## config.mk

```make
export PLATFORM = sky130hd
export DESIGN_NAME = seq_mac_mult
export DESIGN_NICKNAME = d
export VERILOG_FILES = /design/src/rtl/seq_mac_mult.sv
export SDC_FILE = /design/constraint.sdc
export NUM_CORES = 1
export LEC_CHECK = 0
export BUFFER_PORTS_ARGS = -buffer_cell sky130_fd_sc_hd__buf_2
export CORE_MARGIN = 4
export CORE_UTILIZATION = 50
export DETAILED_ROUTE_END_ITERATION = 6
export PLACE_DENSITY = 0.73
export SLEW_MARGIN = 0
export SYNTH_ARGS = -nofsm -noshare
export SYNTH_HDL_FRONTEND = slang
export SYNTH_SLANG_ARGS = --single-unit
```

## constraint.sdc

```tcl
create_clock -name clk -period 5.1 [get_ports clk]
set_clock_uncertainty 0.1 [all_clocks]
set_input_delay 1.02 -clock clk [delete_from_list [all_inputs] [get_ports clk]]
set_output_delay 1.02 -clock clk [all_outputs]
set_load 0.02 [all_outputs]
```

## src/rtl/seq_mac_mult.sv

```systemverilog
// seq_mac_mult
//   Iterative multiply-accumulate: P = A*B + C, unsigned or two's-complement
//   per operation. One shift-add step per cycle over W cycles, then a final
//   cycle that applies the sign, adds C and derives the overflow flag.
//
// Ports
//   clk   : rising-edge clock
//   rst   : asynchronous active-high reset
//   start : operation request, honoured only while busy=0
//   sgn   : 0 unsigned, 1 two's-complement (captured with start)
//   A, B  : W-bit multiplicand / multiplier (captured with start)
//   C     : 2W-bit addend, signed iff sgn=1 (captured with start)
//   busy  : operation in progress
//   done  : one-cycle pulse, P and Co valid
//   P     : low 2W bits of A*B + C (held until the next result)
//   Co    : unsigned carry out of bit 2W-1, or signed range overflow
module seq_mac_mult #(
  parameter int W = 4
) (
  input  logic             clk,
  input  logic             rst,
  input  logic             start,
  input  logic             sgn,
  input  logic [W-1:0]     A,
  input  logic [W-1:0]     B,
  input  logic [2*W-1:0]   C,
  output logic             busy,
  output logic             done,
  output logic [2*W-1:0]   P,
  output logic             Co
);

  localparam int CW = $clog2(W + 1);

  typedef enum logic [1:0] {IDLE, RUN, FIN} state_t;

  state_t          state;
  logic [CW-1:0]   cnt;
  logic            sgn_r;
  logic            neg_r;
  logic [2*W-1:0]  c_r;
  logic [2*W-1:0]  mc_r;
  logic [W-1:0]    mp_r;
  logic [2*W-1:0]  acc_r;

  logic [W-1:0]    a_mag;
  logic [W-1:0]    b_mag;
  logic [2*W+1:0]  prod_ext;
  logic [2*W+1:0]  c_ext;
  logic [2*W+1:0]  sum;
  logic [2:0]      top3;
  logic            ovf;

  // Signed mode runs sign-magnitude: magnitudes are taken as unsigned W-bit
  // values, so -2^(W-1) becomes 2^(W-1) without any loss.
  always_comb begin
    a_mag = A;
    b_mag = B;
    if (sgn && A[W-1]) a_mag = ~A + 1'b1;
    if (sgn && B[W-1]) b_mag = ~B + 1'b1;
  end

  // Final combine is done two bits wider than the result so the exact sum is
  // always representable; overflow is then read from the extra top bits.
  always_comb begin
    prod_ext = {2'b00, acc_r};
    if (neg_r) prod_ext = ~{2'b00, acc_r} + 1'b1;
    c_ext = {2'b00, c_r};
    if (sgn_r) c_ext = {{2{c_r[2*W-1]}}, c_r};
    sum  = prod_ext + c_ext;
    top3 = sum[2*W+1:2*W-1];
    if (sgn_r) ovf = !((top3 == 3'b000) || (top3 == 3'b111));
    else       ovf = sum[2*W];
  end

  always_ff @(posedge clk or posedge rst) begin
    if (rst) begin
      state <= IDLE;
      cnt   <= '0;
      busy  <= 1'b0;
      done  <= 1'b0;
      P     <= '0;
      Co    <= 1'b0;
      sgn_r <= 1'b0;
      neg_r <= 1'b0;
      c_r   <= '0;
      mc_r  <= '0;
      mp_r  <= '0;
      acc_r <= '0;
    end else begin
      case (state)
        IDLE: begin
          done <= 1'b0;
          if (start) begin
            sgn_r <= sgn;
            neg_r <= sgn & (A[W-1] ^ B[W-1]);
            c_r   <= C;
            mc_r  <= {{W{1'b0}}, a_mag};
            mp_r  <= b_mag;
            acc_r <= '0;
            cnt   <= CW'(W);
            busy  <= 1'b1;
            state <= RUN;
          end
        end
        RUN: begin
          if (mp_r[0]) acc_r <= acc_r + mc_r;
          mc_r <= mc_r << 1;
          mp_r <= mp_r >> 1;
          cnt  <= cnt - CW'(1);
          if (cnt == CW'(1)) state <= FIN;
        end
        FIN: begin
          P     <= sum[2*W-1:0];
          Co    <= ovf;
          done  <= 1'b1;
          busy  <= 1'b0;
          state <= IDLE;
        end
        default: state <= IDLE;
      endcase
    end
  end

endmodule
```

==> impl_results.md, run 1 <==
* # nets final at 370
* Power per Cell Area at 655 nW/um^2
* CP Data Arrival Time at 3.09 ns
* Mapped Cells at 296
* Clock sinks at 46
* Final hold slack at 0.378 ns
* Hold Violations, Final at 0
* Yosys cell types at 44
* Final slew viol count at 0
* H-tree levels at 2
* # Max-Cap Violations at 0
* Antenna diodes at 0
* VDD IR max at 0.252 mV
* Global route total overflow at 0
* Cell Area, Placed at 2940 sq um
* Sequential share of the synthesized area at 0.422
* Period utilization at 0.590
* Unrepaired setup endpoints after global routing: false
* GRT Total Usage at 0.173
* Drt total wl at 5130 um
* CTS Hold Bufs at 0
* Post-synthesis net count at 339
* Clock root cell: clkbuf_8
* Initial drt markers at 52
* Rows at 26
* Status: finished clean
* Core ar. at 5200 sq um
* Clock-pin slew on the worst setup and hold paths at 0.08 ns
* Rel. slew slack at 0.281
* Synth warn at 0
* Placer Congestion at around 0.93
* DR vias at 2074
* Startpoint Class: register
* Count leader, synth: nand2_1
* Final setup violation count at 0
* Worst Setup End Kind: register
* EDFF count, synth at 0
* Kind of critical path: register to register
* Post-Syn Area at approximately 2700 sq um
* Critical Path, Cell by Cell: inv_1 -> ha_1 -> nand2_1 -> nand2_1 -> xnor2_1 -> ha_1 -> and3_1 -> a221o_2 -> o21ai_2 -> a21oi_2 -> xnor2_1 -> o311ai_0 -> nand3_1
* Avg Inst Size Synth at 9.21 sq um
* Placed Instances at 390
* Die ar. at 6700 sq um
* Asr flop ratio synth at 1.00
* Antenna Nets Post-Route at 0
* I/O Buffers at 30
* Worst path required time at 5.18 ns
* Post-Layout Cell Count at 397
* Top cells by area, synth: dfrtp_1, ha_1, nand2_1, o21ai_1, xnor2_1
* Worst hold path type: register to register
* Setup TNS at 0 ns
* Yosys reg bits at between 40 and 50
* Clock Latency Late Sink at 0.30 ns
* Detail Placement HPWL at between 3000 and 4000 um
* Critical path peak fanout at 6
* # resized after CTS at 0
* F_max at 332 MHz
* Worst slew pin tran at around 1.1 ns
* First-pass GRT wire length at 8930 um
* Top-area cell type share of the netlist area at 0.422
* Antenna violations before repair at 0
* Die Y at just over 80 um
* Crit path time final at 3.01 ns
* Post CTS Setup Buffer Count at 0
* Layout cells sized above 1 at 0.153
* Post-synth top area cell: dfrtp_1
* Longest Clk Path Bufs at 2
* Die width at 81.8 um
* Master of the slowest instance on the critical path: dfrtp_1
* Vias in the first global route at about 2000
* Crit path largest cell delay at 0.43 ns
* WL/cell at roughly 13 um
* Fin util at 0.587
* Detailed-route DRC error count at 0
* Starting Density at 0.524
* Main synth FF type: dfrtp_1
* Top cells by count, synth: nand2_1, dfrtp_1, o21ai_1, ha_1, inv_1
* CTS tree: done
* Area grow syn2layout at 12.2%
* Final Cell Area at a little over 3000 sq um
* Initial DRT Pass Iterations at 4
* CTS Buf Count at 5
* Leak at roughly 0.0016 uW
* Largest net degree at the start of global routing at 47
* Via density at 5.22
* Ports at 31
## critical path: cells and delay by family (launching register included)
| family | cells | cell delay, ns |
|---|---|---|
| buffers and inverters | 1 | 0.11 |
| XOR/XNOR | 2 | 0.29 |
| AND/OR/NAND/NOR | 4 | 0.46 |
| flip-flops | 1 | 0.43 |
| AO/OA/AOI/OAI | 4 | 0.94 |
| adder cells (fa/ha/maj) | 2 | 0.56 |
## metrics by stage
stage	total power [uW]	setup slack (ns)
2_1_floorplan	1500	2.28
3_3_place_gp	1710	2.19
3_5_place_dp	1750	2.07
4_1_cts	2020	2.05
5_1_grt	2200	1.86
6_report	2000	2.09
## cell type report
type	count	area [sq um]
fillers	490	2150
multi-input cells	224	1480
flip-flops and latches	46	1150
repair buffers	31	158
well taps	70	87.6
clock buffers	6	82.6
inverters	19	71.3
clock inverters	1	30.0
## state kept, by name, indices dropped and copies added, names as in the netlist, 2 cells and up
register and count:
c_r 8, state 2, mc_r 8, mp_r 4, cnt 3, P 8, acc_r 8
## layer usage
| layer | part of all wire | track usage | vias to the layer above |
|---|---|---|---|
| met4 | 0.016 | 0.0548 | 0 |
| met2 | 0.48 | 0.299 | 35 |
| met3 | 0.042 | 0.0395 | 8 |
| met1 | 0.46 | 0.214 | 949 |
| met5 | 0 | 0 | - |
| li1 | - | - | 1082 |
## layout by cell type (no fill, tap or decap), types with 2 or more instances in the layout
cell      instances
a32o_1            2
ha_1             21
xnor2_1          13
nand2b_1          2
o21ai_1          26
o21ai_2           2
a21o_1            4
a22oi_1           5
o41ai_1           2
o31ai_1           5
and3_1            2
fa_1              2
clkbuf_8          6
o21bai_1          2
nor2b_1           2
buf_2            30
nand2_1          69
mux2i_1           2
xor2_1            9
inv_2             2
dfrtp_1          46
inv_1            17
nor2_1           12
nand3_1          13
a21oi_1           9
## power breakdown
group / internal [uW] / switching [uW]
clock network: 157 / 118
registers: 516 / 133
logic: 447 / 631
total: 1120 / 882
## final timing paths
check	from	to	slack [ns]	cells after the start
worst min register to register	Co	Co	0.38	2
worst max-delay path	acc_r[1]	Co	2.09	13
worst min-delay path	Co	Co	0.38	2
max in group asynchronous	rst	mc_r[7]	3.49	2
min in group asynchronous	rst	cnt[2]	0.83	2
worst max register to register	acc_r[1]	Co	2.09	13
## cell families (layout without fill, tap and decap cells)
logic type / Yosys count / in the layout / synth area share
adders and majority gates: 23 / 23 / 0.111
and+or+nand+nor: 107 / 107 / 0.172
buffers and inverters: 26 / 57 / 0.0358
AOI/OAI and AO/OA: 68 / 68 / 0.171
muxes: 3 / 3 / 0.0115
DFF: 46 / 46 / 0.422
xor gates and xnor gates: 23 / 23 / 0.0767
(Power assumes the default switching activity.)
==> run 2: changes to the inputs <==
--- a/config.mk
+++ b/config.mk
@@ -5,6 +5,7 @@
 export SDC_FILE = /design/constraint.sdc
 export NUM_CORES = 1
 export LEC_CHECK = 0
+export ABC_AREA = 1
 export BUFFER_PORTS_ARGS = -buffer_cell sky130_fd_sc_hd__buf_2
 export CORE_MARGIN = 4
 export CORE_UTILIZATION = 50
==> constraint.sdc (replaced) <==
create_clock -name clk -period 2.8 [get_ports clk]
set_clock_uncertainty 0.1 [all_clocks]
set_input_delay 0.56 -clock clk [delete_from_list [all_inputs] [get_ports clk]]
set_output_delay 0.56 -clock clk [all_outputs]
set_load 0.02 [all_outputs]
==> run 2 against run 1 <==
Against the previous run: die area grew 6.0%; combinational power grew 110%; fmax grew 15%; sequential share of layout area shrank 2.8 points; via count grew 19%; area after synthesis grew 6.7%; routed wire length grew 21%; sequential power grew 80%; non-clock buffer count grew 7; clock-buffer cell count shrank 1; clock power grew 54%; synthesized cell count grew 26%; critical endpoint unchanged; highest routed layer unchanged.
==> impl_results.md, run 2 <==
* Post-synthesis net count at 415 (+22%)
* Asr flop ratio synth at 1.00 (unchanged)
* Via density at 5.09 (-2.6%)
* Rel. slew slack at 0.666 (+0.385)
* CTS Buf Count at 5 (unchanged)
* Crit path time final at 2.62 ns (-0.389 ns)
* Worst hold path type: input pin to asynchronous set/reset pin
* Period utilization at 0.936 (+0.346)
* CP Data Arrival Time at 2.72 ns (-0.37 ns)
* Detailed-route DRC error count at 0 (unchanged)
* Antenna diodes at 0 (unchanged)
* VDD IR max at 0.465 mV (+85%)
* Clock root cell: clkbuf_8
* Post-Syn Area at 2910 sq um (+6.7%)
* Avg Inst Size Synth at 7.82 sq um (-15%)
* Clock-pin slew on the worst setup and hold paths at 0.09 ns (about the same)
* WL/cell at 12.8 um (-1.1%)
* Top-area cell type share of the netlist area at 0.396 (-0.0265)
* Startpoint Class: register
* Die width at 84.3 um (+3.0%)
* Main synth FF type: dfrtp_1
* Reg-to-Reg Start: acc_r[0]
* Worst path required time at 2.90 ns (-2.28 ns)
* Final setup violation count at 0 (unchanged)
* Clock sinks at 46 (unchanged)
* Longest Clk Path Bufs at 2 (unchanged)
* Most common cell after layout, fill and taps aside: nand2_1
* Post-Layout Cell Count at 485 (+22%)
* Initial DRT Pass Iterations at 4 (unchanged)
* DR vias at 2469 (+19%)
* Vias in the first global route at 2462 (+23%)
* Most frequent cells in the layout: nand2_1, dfrtp_1, inv_1
* Clock Latency Late Sink at 0.31 ns (about the same)
* Rows at 27 (+3.8%)
* CTS Hold Bufs at 0 (unchanged)
* Crit path from: acc_r[0]
* Top cells by count, synth: nand2_1, inv_1, dfrtp_1, o21ai_0, ha_1
* Drt total wl at 6200 um (+21%)
* Ports at 31 (unchanged)
* Core ar. at 5570 sq um (+7.1%)
* Post-synth top area cell: dfrtp_1
* Final slew viol count at 0 (unchanged)
* Synth warn at 0 (unchanged)
* H-tree levels at 2 (unchanged)
* Placed Instances at 472 (+21%)
* Setup TNS at 0 ns (unchanged)
* Largest net degree at the start of global routing at 23 (-51%)
* F_max at 382 MHz (+15%)
* Die ar. at 7100 sq um (+6.0%)
* I/O Buffers at 30 (unchanged)
* Final Cell Area at 3310 sq um (+8.1%)
* # Max-Cap Violations at 0 (unchanged)
* Top cells by area, synth: dfrtp_1, nand2_1, ha_1, inv_1, o21ai_0
* Worst Setup End Kind: register
* Fill count at 503 (+2.7%)
* Detail Placement HPWL at 4760 um (+21%)
* Status: finished clean
* Die Y at 84.3 um (+3.0%)
* EDFF count, synth at 0 (unchanged)
* # nets final at 455 (+23%)
* Area grow syn2layout at 13.7%
* Placer Congestion at 0.875 (-5.4%)
* Sequential share of the synthesized area at 0.396 (-0.0265)
* Yosys cell types at 33 (-25%)
* CTS tree: done
* Yosys reg bits at 46 (unchanged)
* Critical path peak fanout at 4 (-2)
* Hold Violations, Final at 0 (unchanged)
* GRT Total Usage at 0.188 (+0.0153)
* Starting Density at 0.522 (-0.00190)
* Kind of critical path: register to register
* Worst slew pin tran at 0.500 ns (-0.574 ns)
* Pwr Total at 3890 uW (+95%)
* Leak at 0.00180 uW (+15%)
* First-pass GRT wire length at 10900 um (+22%)
* Initial drt markers at 103 (+98%)
* Count leader, synth: nand2_1
* Antenna Nets Post-Route at 0 (unchanged)
* Global route total overflow at 0 (unchanged)
* Cell Area, Placed at 3140 sq um (+6.5%)
* Power per Cell Area at 1180 nW/um^2 (+80%)
* Layout cells sized above 1 at 0.201 (+0.0481)
* Antenna violations before repair at 0 (unchanged)
* Mapped Cells at 372 (+26%)
-- run 2: routing by layer --
layer | part of all wire | up-vias | GRT usage | routed length [um]
met2 | 0.49 | 40 | 0.321 | 3050
met5 | 0 | - | 0 | 0
met3 | 0.033 | 12 | 0.0402 | 206
li1 | - | 1282 | - | -
met4 | 0.021 | 0 | 0.0643 | 132
met1 | 0.45 | 1135 | 0.236 | 2810
-- run 2: critical path: stages, from the launching register on --
cell and delay (ns):
dfrtp_1 0.44, inv_2 0.10, ha_4 0.13, inv_2 0.04, nor3_4 0.22, buf_4 0.14, nor2_1 0.04, xor2_1 0.14
ha_1 0.36, nand2_1 0.10, nand2_2 0.06, a21oi_2 0.16, nand2_1 0.08, nand2_2 0.07, nand3_2 0.07, inv_2 0.05
nand2_1 0.04, nand2_1 0.05, nand2_1 0.04, nand2_1 0.05, nand2_1 0.05
-- run 2: cells by family (layout without fill, tap and decap cells) --
group	count (synthesis)	count (layout)	synth area share
DFF	46	46	0.396
AOI/OAI and AO/OA	63	63	0.123
buffers and inverters	61	102	0.0843
xor gates and xnor gates	14	14	0.0422
adders and majority gates	23	23	0.104
and+or+nand+nor	165	165	0.251
-- run 2: area by class of cell --
type / count / area (sq um) / area share
timing repair buffer: 38 / 210 / 0.0636
clock buffer: 5 / 68.8 / 0.0208
tap: 72 / 90.1 / 0.0273
clock inverter: 3 / 18.8 / 0.00568
multi-input combinational: 265 / 1560 / 0.471
inverter: 56 / 210 / 0.0636
sequential: 46 / 1150 / 0.348
-- run 2: report_power, final --
part,switching (uW),leakage (uW),internal (uW)
clock,245,0.0000483,176
combinational,1420,0.00117,886
sequential,225,0.000586,944
total,1890,0.00180,2010
-- run 2: path summary, 6_finish.rpt --
check	slack, ns	end	cells past startpoint
min reg2reg	0.38	P[0]	2
max	0.18	Co	20
min in group clk	0.34	c_r[4]	3
max reg2reg	0.18	Co	20
max in group asynchronous	1.93	c_r[5]	3
min	0.07	cnt[0]	2
-- run 2: what timing repair did --
action | CTS | global route
buffers inserted | 0 | 5
resized for setup | 0 | 12
endpoints found under the setup margin | 0 | 1
-- run 2: metrics by stage --
stage,hold WS [ns],setup slack [ns],util
after global placement,0.353,0.216,0.563
after detailed placement,0.359,0.0721,0.563
after global routing,0.0812,-0.0114,0.593
final,0.0745,0.179,0.593
after floorplan,0.352,0.355,-
after CTS,0.0695,0.0513,0.578
==> run 3: changes to the inputs <==
--- a/config.mk
+++ b/config.mk
@@ -7,10 +7,13 @@
 export LEC_CHECK = 0
 export ABC_AREA = 1
 export BUFFER_PORTS_ARGS = -buffer_cell sky130_fd_sc_hd__buf_2
+export CELL_PAD_IN_SITES_DETAIL_PLACEMENT = 2
+export CELL_PAD_IN_SITES_GLOBAL_PLACEMENT = 2
 export CORE_MARGIN = 4
-export CORE_UTILIZATION = 50
+export CORE_UTILIZATION = 35
 export DETAILED_ROUTE_END_ITERATION = 6
-export PLACE_DENSITY = 0.73
+export PLACE_DENSITY = 0.83
+export SETUP_SLACK_MARGIN = 0.02
 export SLEW_MARGIN = 0
 export SYNTH_ARGS = -nofsm -noshare
 export SYNTH_HDL_FRONTEND = slang
==> constraint.sdc (replaced) <==
create_clock -name clk -period 2.9 [get_ports clk]
set_clock_uncertainty 0.1 [all_clocks]
set_input_delay 0.58 -clock clk [delete_from_list [all_inputs] [get_ports clk]]
set_output_delay 0.58 -clock clk [all_outputs]
set_load 0.02 [all_outputs]
==> run 3 against run 2 <==
Against the previous run: worst hold slack gained 0.050 ns; routed wire length grew 43%; sequential share of layout area shrank 0.32 points; worst setup slack gained 0.015 ns; clock power grew 6.2%; highest routed layer unchanged.
==> impl_results.md, run 3 (synthesized netlist as in run 2, its figures left out) <==
* # nets final at 456 (+0.22%)
* Post-Layout Cell Count at 516 (+6.4%)
* Hold Violations, Final at 0 (unchanged)
* Clock sinks at 46 (unchanged)
* Critical path peak fanout at 4 (unchanged)
* Drt total wl at 8860 um (+43%)
* Kind of critical path: register to register
* Rows at 32 (+19%)
* Detail Placement HPWL at 6560 um (+38%)
* Worst slew pin tran at 0.533 ns (+0.0327 ns)
* Comb power frac at 0.597 (+0.006)
* Power per Cell Area at 1180 nW/um^2 (+0.56%)
* Via density at 5.09 (about the same)
* WL/cell at 17.2 um (+34%)
* I/O Buffers at 30 (unchanged)
* Longest Clk Path Bufs at 2 (unchanged)
* Sequential power share at 0.290 (-0.010)
* Detailed-route DRC error count at 0 (unchanged)
* Most common cell after layout, fill and taps aside: nand2_1
* Worst Setup End Kind: register
* Dpl ws at 0.105 ns (+0.0331 ns)
* H-tree levels at 2 (unchanged)
* VDD IR max at 0.272 mV (-41%)
* Antenna violations before repair at 0 (unchanged)
* Worst hold path type: input pin to asynchronous set/reset pin
* Clock-pin slew on the worst setup and hold paths at 0.09 ns (about the same)
* Antenna Nets Post-Route at 0 (unchanged)
* Initial drt markers at 52 (-50%)
* Leak at 0.00181 uW (+0.38%)
* Layout cells sized above 1 at 0.203 (+0.00193)
* Clock root cell: clkbuf_8
* P_sw at 2020 uW (+6.9%)
* Setup TNS at 0 ns (unchanged)
* Final slew viol count at 0 (unchanged)
* CP Data Arrival Time at 2.81 ns (+0.09 ns)
* Switching share of power at 0.509 (+0.0246)
* # Max-Cap Violations at 0 (unchanged)
* Antenna diodes at 0 (unchanged)
* Starting Density at 0.369 (-0.153)
* Final setup margin at 0.194 ns (+0.0146 ns)
* Clock power share at 0.113 (+0.005)
* Die width at 99.2 um (+18%)
* Final hold slack at 0.125 ns (+0.0503 ns)
* Placed Instances at 503 (+6.6%)
* Most frequent cells in the layout: nand2_1, inv_1, dfrtp_1
* Area grow syn2layout at 15.0%
* GRT Total Usage at 0.176 (-0.0121)
* Crit path time final at 2.71 ns (+0.0854 ns)
* Startpoint Class: register
* Core ar. at 7890 sq um (+42%)
* Initial DRT Pass Iterations at 4 (unchanged)
* Largest net degree at the start of global routing at 21 (-8.7%)
* First-pass GRT wire length at 13900 um (+28%)
* Clock Latency Late Sink at 0.31 ns (about the same)
* Rel. slew slack at 0.644 (-0.0218)
* DR vias at 2626 (+6.4%)
* F_max at 370 MHz (-3.2%)
* Period utilization at 0.933 (-0.00281)
* Worst path required time at 3.01 ns (+0.11 ns)
* Vias in the first global route at 2915 (+18%)
* Global route total overflow at 0 (unchanged)
* CTS tree: done
* Pwr Total at 3960 uW (+1.7%)
* Final setup violation count at 0 (unchanged)
* Placer Congestion at 0.810 (-7.4%)
* Power Internal at 1940 uW (-3.2%)
* Die ar. at 9830 sq um (+38%)
* Die Y at 99.2 um (+18%)
* CTS Buf Count at 5 (unchanged)
* Ports at 31 (unchanged)
* Status: finished clean
* CTS Hold Bufs at 0 (unchanged)
-- run 3: cell types whose count changed in the layout (fill, tap and decap cells not counted), moves of 2 or more --
cell      before  now
clkinv_2       2    0
dfrtp_1       46   44
dfrtp_2        0    2
ha_1          19   21
ha_4           2    0
-- run 3: routing by layer --
layer | up-vias | GRT usage | routed length [um]
li1 | 1278 | - | -
met1 | 1291 | 0.191 | 3560
met2 | 37 | 0.344 | 4810
met3 | 20 | 0.0266 | 217
met4 | 0 | 0.0588 | 276
met5 | - | 0 | 0
-- run 3: worst max-delay path: stages (launching register included) --
cell     delay (ns)
dfrtp_2        0.45
inv_2          0.08
ha_1           0.17
inv_2          0.06
nor3_4         0.19
nand3_1        0.10
nand2_1        0.10
xor2_1         0.18
ha_1           0.31
nand2_2        0.11
inv_1          0.06
a21oi_2        0.16
nand2_1        0.08
nand2_2        0.08
nand3_2        0.08
inv_2          0.05
nand2_1        0.04
nand2_1        0.05
nand2_1        0.04
nand2_1        0.05
nand2_1        0.05
-- run 3: what timing repair did --
action                                  CTS  global route
gates resized for setup                   0            13
buffers inserted                          0             5
endpoints found under the setup margin    0             2
-- run 3: worst paths after layout --
kind | startpoint | slack, ns | cells past startpoint | to
max in group asynchronous | rst | 1.94 | 3 | acc_r[1]
setup / recovery | acc_r[1] | 0.19 | 20 | Co
setup reg to reg | acc_r[1] | 0.19 | 20 | Co
hold / removal | rst | 0.12 | 2 | state[0]
min in group clk | C[4] | 0.36 | 3 | c_r[4]
hold reg to reg | busy | 0.38 | 2 | busy
-- run 3: power by group through the flow --
| stage | clock network [uW] | registers [uW] | logic, uW |
|---|---|---|---|
| floorplan | 0 | 1160 | 1600 |
| global placement | 0 | 1140 | 2130 |
| detailed placement | 0 | 1150 | 2260 |
| CTS | 451 | 1140 | 2280 |
| global route | 491 | 1190 | 2690 |
| finish | 447 | 1150 | 2360 |
-- run 3: cell type report --
class                           instances  area, sq um
Fill cell                             952         4540
Clock inverter                          1         8.76
Multi-Input combinational cell        265         1540
Inverter                               56          210
Timing Repair Buffer                   39          218
Tap cell                              102          128
Sequential cell                        46         1150
Clock buffer                            7         86.3
-- run 3: per-stage QoR --
stage          utilization  area (sq um)
2_1_floorplan            -          2910
3_3_place_gp         0.403          3180
3_5_place_dp         0.403          3180
4_1_cts              0.415          3280
5_1_grt              0.424          3340
6_report             0.424          3340
